### src/rtl/jkcnt_pkg.sv
// Shared JK cell codes, FSM state encoding and helpers for the JK counter sequencer.
package jkcnt_pkg;

    // {J,K} pair driven into one cell
    typedef enum logic [1:0] {
        JK_HOLD   = 2'b00,
        JK_RESET  = 2'b01,
        JK_SET    = 2'b10,
        JK_TOGGLE = 2'b11
    } jk_code_e;

    typedef enum logic {
        ST_IDLE = 1'b0,
        ST_RUN  = 1'b1
    } state_e;

    // JK pair that forces a cell to a given bit value on the next edge
    function automatic jk_code_e jk_load(input logic b);
        return b ? JK_SET : JK_RESET;
    endfunction

endpackage

### src/rtl/jk_cell.sv
// Single JK flip-flop with asynchronous active-low clear.
module jk_cell
    import jkcnt_pkg::*;
(
    input  logic     clk,
    input  logic     clrn,
    input  jk_code_e jk,
    output logic     q
);

    always_ff @(posedge clk or negedge clrn) begin
        if (!clrn) begin
            q <= 1'b0;
        end else begin
            case (jk)
                JK_HOLD:   q <= q;
                JK_RESET:  q <= 1'b0;
                JK_SET:    q <= 1'b1;
                JK_TOGGLE: q <= ~q;
                default:   q <= q;
            endcase
        end
    end

endmodule

### src/rtl/jk_counter_ctrl.sv
// Run/stop sequencer that decodes per-bit J/K pairs for a JK-cell counter array.
// Define JKCNT_DOWN_EN to enable down counting selected by the up input.
module jk_counter_ctrl
    import jkcnt_pkg::*;
#(
    parameter int unsigned WIDTH = 4
) (
    input  logic             clk,
    input  logic             clrn,
    input  logic             start,
    input  logic             stop,
    input  logic             load,
    input  logic [WIDTH-1:0] load_val,
    input  logic [WIDTH-1:0] limit,
    input  logic             auto_reload,
    input  logic             up,
    output logic [WIDTH-1:0] q,
    output logic             busy,
    output logic             tc
);

    state_e   state;
    state_e   state_next;
    logic     tc_next;
    jk_code_e jk [WIDTH];

`ifndef JKCNT_DOWN_EN
    logic unused_up;
    assign unused_up = up;
`endif

    // State, busy and terminal-count registers
    always_ff @(posedge clk or negedge clrn) begin
        if (!clrn) begin
            state <= ST_IDLE;
            busy  <= 1'b0;
            tc    <= 1'b0;
        end else begin
            state <= state_next;
            busy  <= (state_next == ST_RUN);
            tc    <= tc_next;
        end
    end

    // Next state and J/K decode; priority load > stop > terminal/step > start
    always_comb begin
        logic chain;
        logic terminal;
        state_next = state;
        tc_next    = 1'b0;
        chain      = 1'b1;
        terminal   = 1'b0;
        for (int i = 0; i < int'(WIDTH); i++) begin
            jk[i] = JK_HOLD;
        end

        if (load) begin
            for (int i = 0; i < int'(WIDTH); i++) begin
                jk[i] = jk_load(load_val[i]);
            end
        end else if (state == ST_RUN) begin
            if (stop) begin
                state_next = ST_IDLE;
            end else begin
`ifdef JKCNT_DOWN_EN
                if (!up) begin
                    if (q == '0) begin
                        terminal = 1'b1;
                        for (int i = 0; i < int'(WIDTH); i++) begin
                            jk[i] = jk_load(limit[i]);
                        end
                    end else begin
                        // bit i toggles when every lower bit is 0 (borrow chain)
                        for (int i = 0; i < int'(WIDTH); i++) begin
                            jk[i] = chain ? JK_TOGGLE : JK_HOLD;
                            chain = chain & ~q[i];
                        end
                    end
                end else
`endif
                begin
                    if (q == limit) begin
                        terminal = 1'b1;
                        for (int i = 0; i < int'(WIDTH); i++) begin
                            jk[i] = JK_RESET;
                        end
                    end else begin
                        // bit i toggles when every lower bit is 1 (carry chain)
                        for (int i = 0; i < int'(WIDTH); i++) begin
                            jk[i] = chain ? JK_TOGGLE : JK_HOLD;
                            chain = chain & q[i];
                        end
                    end
                end
                if (terminal) begin
                    tc_next = 1'b1;
                    if (!auto_reload) begin
                        state_next = ST_IDLE;
                    end
                end
            end
        end else if (start && !stop) begin
            state_next = ST_RUN;
        end
    end

    for (genvar g = 0; g < int'(WIDTH); g++) begin : g_cell
        jk_cell u_cell (
            .clk  (clk),
            .clrn (clrn),
            .jk   (jk[g]),
            .q    (q[g])
        );
    end

endmodule
### config.mk
export PLATFORM = sky130hd
export DESIGN_NAME = jk_counter_ctrl
export DESIGN_NICKNAME = d
export VERILOG_FILES = /design/src/rtl/jkcnt_pkg.sv /design/src/rtl/jk_cell.sv /design/src/rtl/jk_counter_ctrl.sv
export SDC_FILE = /design/constraint.sdc
export NUM_CORES = 1
export LEC_CHECK = 0
export ABC_AREA = 1
export ABC_CLOCK_PERIOD_IN_PS = 1600
export BUFFER_PORTS_ARGS = -buffer_cell sky130_fd_sc_hd__clkbuf_2
export CAP_MARGIN = 5
export CORE_AREA = 5 5 42 44
export DETAILED_ROUTE_END_ITERATION = 8
export DIE_AREA = 0 0 47 49
export SETUP_SLACK_MARGIN = 0.4
export SLEW_MARGIN = 30
export SYNTH_ARGS = -nofsm -noshare
export SYNTH_HDL_FRONTEND = slang
export SYNTH_HIERARCHICAL = 1
export SYNTH_SLANG_ARGS = --single-unit
### constraint.sdc
create_clock -name clk -period 1.6 [get_ports clk]
set_input_delay 0.32 -clock clk [delete_from_list [all_inputs] [get_ports clk]]
set_output_delay 0.32 -clock clk [all_outputs]
set_load 0.01 [all_outputs]
# == Word level (Yosys, flattened, before mapping) ==
# Cells that the tools add are included.
# totals
memories,0
ram_bits,0
ff_bits,6
wordCells,59
latch_bits,0
input_bits,15
rom_bits,0
# classes
eq_ne,13
n_mul,0
reduce_logical,6
div,0
mux,28
bitwise_logic,6
n_lt_le_gt_ge,0
n_addsub,0
n_shift,0
# op_table
operator,n
two-way mux 8 bit,4
"equality test 2 bit, second input constant",8
two-way mux 2 bit,7
two-way mux 1 bit,13
case mux 1 bit (3 select lines),4
"equality test 2 x 1 -> 1 bit, second input constant",4
zero test 2 bit,4
equality test 4 bit,1
NOT 1 bit,4
bitwise AND 1 bit,2
logical AND 1 bit,1
zero test 1 bit,1

# == Longest topological paths before layout ==
# Gate-level depths: netlist of run 1.
# depth
depth_word,9
depth_mapped,11
ltp_nobuf,11

# == Hierarchy ==
# Netlist of run 1, hierarchy kept.
# modules_own_cells
module,cells_per_inst,n_inst,seq_area_each_um2,area_each_um2
jk_counter_ctrl,58,1,50.0,306.5
jk_cell,6,4,25.0,43.8

# == Worst setup path after synthesis of run 1 ==
# No wires, ideal clock.
# synth_path
path_type,register to register
start,register g_cell[0].u_cell.q
end,register g_cell[3].u_cell.q
path_stages_with_launch,12
required_ps,1484
path_slack_ps,365
period_less_slack_ps,1235
t_arrival_ps,1119
n_path_buf,0
cell_sequence,dfrtp_1 > inv_2 > nand2_1 > nand2_1 > nor2_2 > nand2_2 > nand2_1 > nand2_1 > o21ai_0 > inv_1 > nand2_1 > nand2_1
# synth_rtl
element,line,source
start: declaration,jk_cell.sv:8,output logic q
start signal: assignment,jk_cell.sv:16,JK_HOLD: q <= q;
start signal: assignment,jk_cell.sv:19,JK_TOGGLE: q <= ~q;
start signal: assignment,jk_cell.sv:20,default: q <= q;
end signal: assignment,jk_cell.sv:16,
end signal: assignment,jk_cell.sv:19,
end signal: assignment,jk_cell.sv:20,
end: declaration,jk_cell.sv:8,

# == Final worst setup path of run 1 ==
# layout_path
start,register g_cell[0].u_cell.q
end,output q[0]
# layout_rtl
element,line,source
end: declaration,jk_counter_ctrl.sv:17,"output logic [WIDTH-1:0] q,"
# No word-level cell between the ends.

==> results.json, run 1 <==
{
  "status": "finished, final reports clean",
  "fp.dieH_microns": 49,
  "h-tree-depth": 1,
  "overflow": 0,
  "final_layout_size_suffix_gt1_share_pct": 40.8,
  "globalRouteMet3Util_pct": 3.69,
  "synth_area_sq_um": 482,
  "syn2layout_area_growth_pct": 56.6,
  "grt_use_met2_pct": 18.8,
  "core_area_sq_mm": 0.00140,
  "dp.cells": 117,
  "min_period_over_period_pct": 78.7,
  "grt_max_degree": 8,
  "max-cap-violations": 0,
  "synth_cell_types": 14,
  "worst_pin_slew_ns": 0.284,
  "grt_pass1_vias": 540,
  "die_x_microns": 47,
  "grt_pass1_wl_microns": 2000,
  "rsz0062_at_grt": "yes",
  "clk_pin_slew_ns": 0.05,
  "syn_inst": 82,
  "synth.top_cell.area_share_pct": 31.2,
  "syn_area_per_cell_sq_um": 5.87,
  "antennaDiodeCount": 0,
  "port_buffers": 19,
  "finalClockSkew_ns": 0.000232,
  "final_core_util_pct": 53.8,
  "wl_microns": 1270,
  "worst_slack_ns": 0.342,
  "drcViolationCount": 0,
  "start_util_pct": 34.4,
  "vdd.ir_drop.worst_mv": 0.492,
  "track_usage_pct": 12.0,
  "dr.pass1.iters": 4,
  "startpoint_type": "flop",
  "viasPerCell": 4.39,
  "fin_setup_tns_ns": 0,
  "fmax_mhz": 795,
  "hold_viol": 0,
  "io_pins": 21,
  "ant_nets": 0,
  "yosysSeqAreaShare_pct": 31.2,
  "cts_root_buf": "clkbuf_4",
  "gp_congestion": 0.763,
  "worst_ep_required_time_ns": 1.28,
  "clock_latency_ns": 0.25,
  "ys_ff_latch": 6,
  "powerDensity_mw_per_mm2": 1100,
  "yosys_warnings": 6,
  "path_class": "flop to primary output",
  "fin_crit_ns": 1.26,
  "drtIter0Drc": 9,
  "hpwl_microns": 913,
  "final_cells": 136,
  "busiest_layer": "met2",
  "clockBufferDepth": 2,
  "yosysTopAreaCell": "dfrtp_1",
  "nNetsFinal": 136,
  "setup-violations-final": 0,
  "rows": 14,
  "relSlewSlack_pct": 81.0,
  "post-place-ws_ns": 0.287,
  "grt_use_met1_pct": 13.8,
  "critical_path_peak_fanout": 4,
  "hold_class": "input port to flop",
  "critPathArrivalTime_ns": 0.94,
  "antenna_found_initial": 0,
  "cts_buffers": 3,
  "crit_path_end_kind": "primary output",
  "cts_tree": "built",
  "vias": 597,
  "die_area_sq_mm": 0.00230,
  "clock_sinks": 6,
  "synth_fp_nets": 97,
  "p_leak_nw": 0.469,
  "synth_area_leaders": "dfrtp_1 (31%), nand2_1 (27%), inv_1 (16%), nor3_4 (3.4%), nand3_1 (3.1%)",
  "final_max_slew_viol_count": 0,
  "wl_per_cell_microns": 9.35
}
[registers in the layout, indices dropped and copies added (netlist names)]
name	count
state	1
tc	1
g_cell.u_cell/q	4
[power by group]
| group | total, mW | internal [mW] | switching (mW) |
|---|---|---|---|
| clock network | 0.165 | 0.0955 | 0.0697 |
| registers | 0.234 | 0.193 | 0.0414 |
| logic | 0.433 | 0.222 | 0.211 |
[repair_timing]
action | in CTS | in global routing
setup endpoints to repair | 4 | 5
pin swaps | 6 | 8
setup buffers | 9 | 5
endpoints found under the hold margin | 6 | 0
gates resized for setup | 3 | 4
hold buffers | 1 | 0
[placed cells by master, fill, tap and decap left out, drive strengths merged]
| master | Yosys | routed |
|---|---|---|
| dlygate4sd3 | 0 | 1 |
| inv | 21 | 21 |
| o221ai | 1 | 1 |
| nor2 | 5 | 5 |
| o21ai | 6 | 6 |
| clkbuf | 0 | 23 |
| dfrtp | 6 | 6 |
| nor3 | 1 | 1 |
| nand3 | 3 | 3 |
| a21oi | 2 | 2 |
| nand2 | 37 | 37 |
| buf | 0 | 14 |
[cell families (layout without fill, tap and decap cells)]
kind of cell | after synthesis | after routing | share of synthesized area, %
AOI/OAI and AO/OA | 9 | 9 | 10.1
DFF | 6 | 6 | 31.2
and+or+nand+nor | 46 | 46 | 42.3
buffers and inverters | 21 | 59 | 16.4
[metal layers]
layer | vias to the layer above | wire length [microns] | part of all wire [%]
li1 | 316 | - | -
met4 | 0 | 17 | 1.3
met3 | 2 | 103 | 8.1
met2 | 16 | 609 | 48
met5 | - | 0 | 0
met1 | 263 | 541 | 43
[cells in the mapped netlist, drive strengths merged]
master   n
a21oi    2
dfrtp    6
inv     21
nand2   37
nand3    3
nor2     5
nor3     1
o21ai    6
o221ai   1
[final cells by class]
type | instances | area, sq um
Tap cell | 16 | 20.0
Fill cell | 159 | 647
Sequential cell | 6 | 154
Inverter | 21 | 78.8
Timing Repair Buffer | 34 | 210
Clock buffer | 4 | 26.3
Multi-Input combinational cell | 55 | 265
[worst paths after layout]
kind                       slack [ns]          startpoint            endpoint  cells after the start
setup reg to reg                 0.36  g_cell[3].u_cell/q  g_cell[1].u_cell/q                     10
min in group asynchronous        0.43                clrn  g_cell[3].u_cell/q                      2
hold / removal                   0.36         load_val[3]  g_cell[3].u_cell/q                      5
setup / recovery                 0.34  g_cell[0].u_cell/q                q[0]                      2
hold reg to reg                  0.63  g_cell[2].u_cell/q  g_cell[2].u_cell/q                      3
max in group asynchronous        0.99                clrn  g_cell[0].u_cell/q                      2
[through the flow]
step,area (sq um),power [mW],hold slack [ns]
2_1_floorplan,485,0.422,0.0244
3_3_place_gp,601,0.512,0.161
3_5_place_dp,601,0.519,0.165
4_1_cts,704,0.781,0.360
5_1_grt,754,0.904,0.394
6_report,754,0.832,0.363
[worst max-delay path: stages, from the launching register on]
cell	delay, ns
dfrtp_2	0.43
buf_4	0.14
clkbuf_2	0.11
No activity file was read; power rests on OpenSTA's default activity.
==> run 2: changes to the inputs <==
- ABC_CLOCK_PERIOD_IN_PS: 1600 -> 1240
- clock period: 1.6 -> 1.24 ns (I/O delays scaled with it)
==> results.json, run 2 (synthesis gave the netlist of run 1 again) <==
{
  "status": "complete, but fails checks",
  "violations": "negative setup slack",
  "final_cells": 133,
  "critPathBufInv": 3,
  "die_x_microns": 47,
  "syn2layout_area_growth_pct": 57.4,
  "drcViolationCount": 0,
  "io_pins": 21,
  "power.internal_uw": 663,
  "cts_tree": "built",
  "regMostFlops": "g_cell.u_cell/q",
  "fmax_mhz": 804,
  "grt_pass1_vias": 489,
  "layout_common_cells": "nand2_1 (31), inv_1 (18), clkbuf_2 (13)",
  "h-tree-depth": 1,
  "path_cells": "buf_4, buf_6, buf_6",
  "clockPowerShare_pct": 19.6,
  "viasPerCell": 4.31,
  "cpPeakStageDelay_ns": 0.39,
  "dp.cells": 124,
  "fp.dieH_microns": 49,
  "startpoint_type": "flop",
  "largest_register_ff_count": 4,
  "clockBufferDepth": 2,
  "critPathArrivalTime_ns": 1.00,
  "cts_buffers": 3,
  "core_area_sq_mm": 0.00140,
  "p_comb_share_pct": 52.8,
  "rsz0062_at_grt": "yes",
  "cts_root_buf": "clkbuf_4",
  "die_area_sq_mm": 0.00230,
  "cp_top_family": "flip-flops",
  "min_period_over_period_pct": 100,
  "antenna_found_initial": 0,
  "finalClockSkew_ns": 0.00336,
  "crit_path_end_kind": "primary output",
  "clock_latency_ns": 0.26,
  "p_seq_share_pct": 27.5,
  "final_max_slew_viol_count": 0,
  "whs_ns": 0.300,
  "path_common_cell": "buf_6",
  "rows": 14,
  "port_buffers": 19,
  "hold_class": "input port to flop",
  "fill_cells": 152,
  "path_class": "flop to primary output",
  "track_usage_pct": 11.6,
  "fin_crit_ns": 1.24,
  "final_layout_size_suffix_gt1_share_pct": 41.9,
  "top_regs": "g_cell.u_cell/q: 4 flops, state: 1 flops, tc: 1 flops",
  "dr.pass1.iters": 4,
  "hpwl_microns": 974,
  "grt_max_degree": 8,
  "start_util_pct": 34.4,
  "final_common_cell": "nand2_1",
  "hold_viol": 0,
  "vdd.ir_drop.worst_mv": 0.568,
  "powerDensity_mw_per_mm2": 1420,
  "grt_pass1_wl_microns": 1870,
  "ant_nets": 0,
  "overflow": 0,
  "p_leak_nw": 0.460,
  "clock_sinks": 6,
  "max-cap-violations": 0,
  "worst_slack_ns": -0.00412,
  "vias": 573,
  "critical_path_peak_fanout": 3,
  "antennaDiodeCount": 0,
  "wl_per_cell_microns": 9.29,
  "wl_microns": 1240,
  "relSlewSlack_pct": 84.2,
  "nNetsFinal": 133,
  "sw_frac_of_total_pct": 38.6,
  "gp_congestion": 0.841,
  "clk_pin_slew_ns": 0.05,
  "worst_path_max_delay_cell": "dfrtp_1",
  "setup-violations-final": 1,
  "worst_ep_required_time_ns": 0.99,
  "worst_pin_slew_ns": 0.237,
  "drtIter0Drc": 5,
  "switchingPower_uw": 417
}
[run 2: cell count changes in the layout (fill, tap and decap cells not counted), sizes merged]
cell | before | now
buf | 14 | 17
clkbuf | 23 | 17
[run 2: path summary, 6_finish.rpt]
kind,start,to,slack [ns],cells past startpoint
max in group asynchronous,clrn,g_cell[2].u_cell/q,0.71,2
worst max-delay path,g_cell[3].u_cell/q,q[3],-0.004,3
min in group asynchronous,clrn,g_cell[1].u_cell/q,0.35,2
worst min-delay path,load_val[3],g_cell[3].u_cell/q,0.30,5
worst min register to register,g_cell[2].u_cell/q,g_cell[2].u_cell/q,0.61,3
worst max register to register,g_cell[1].u_cell/q,state,0.03,8
[run 2: power groups by stage]
| stage | clock network, mW | registers [mW] | logic [mW] |
|---|---|---|---|
| global route | 0.237 | 0.305 | 0.633 |
| finish | 0.212 | 0.297 | 0.571 |
| CTS | 0.222 | 0.295 | 0.491 |
| detailed placement | 0 | 0.302 | 0.451 |
| global placement | 0 | 0.301 | 0.442 |
| floorplan | 0 | 0.335 | 0.211 |
[run 2: layout make-up]
type | instances | area, sq um | share of cell area, %
Multi-Input combinational cell | 55 | 272 | 35.8
Timing Repair Buffer | 31 | 208 | 27.4
Sequential cell | 6 | 154 | 20.3
Inverter | 21 | 78.8 | 10.4
Clock buffer | 4 | 26.3 | 3.47
Tap cell | 16 | 20.0 | 2.64
[run 2: worst min-delay path, cell delays in order]
cell	delay, ns
clkbuf_2	0.09
o21ai_1	0.05
inv_1	0.04
nand2_1	0.04
nand2_1	0.04
[run 2: metrics by stage]
step                TNS [ns]  setup slack (ns)  util [%]  power (mW)  cell area (sq um)
floorplan                  0            0.0493         -       0.546                485
global route          -0.270           -0.0980      54.1        1.17                758
global placement           0            0.0417      46.6       0.743                653
CTS                        0            0.0285      50.5        1.01                708
detailed placement         0            0.0376      46.6       0.752                653
finish              -0.00412          -0.00412      54.1        1.08                758
[run 2: repair_timing]
item / CTS / global route
resized for setup: 1 / 16
hold buffers: 1 / 0
pin swaps: 1 / 6
setup buffers: 2 / 2
cloned: 0 / 0
endpoints found under the setup margin: 12 / 12
endpoints found under the hold margin: 6 / 0
[run 2: layer usage]
layer  vias up  track usage [%]  routed length [microns]
li1        313                -                        -
met1       238             12.6                      540
met2        17             17.9                      568
met3         5             1.48                       71
met4         0             11.1                       53
met5         -                0                        0
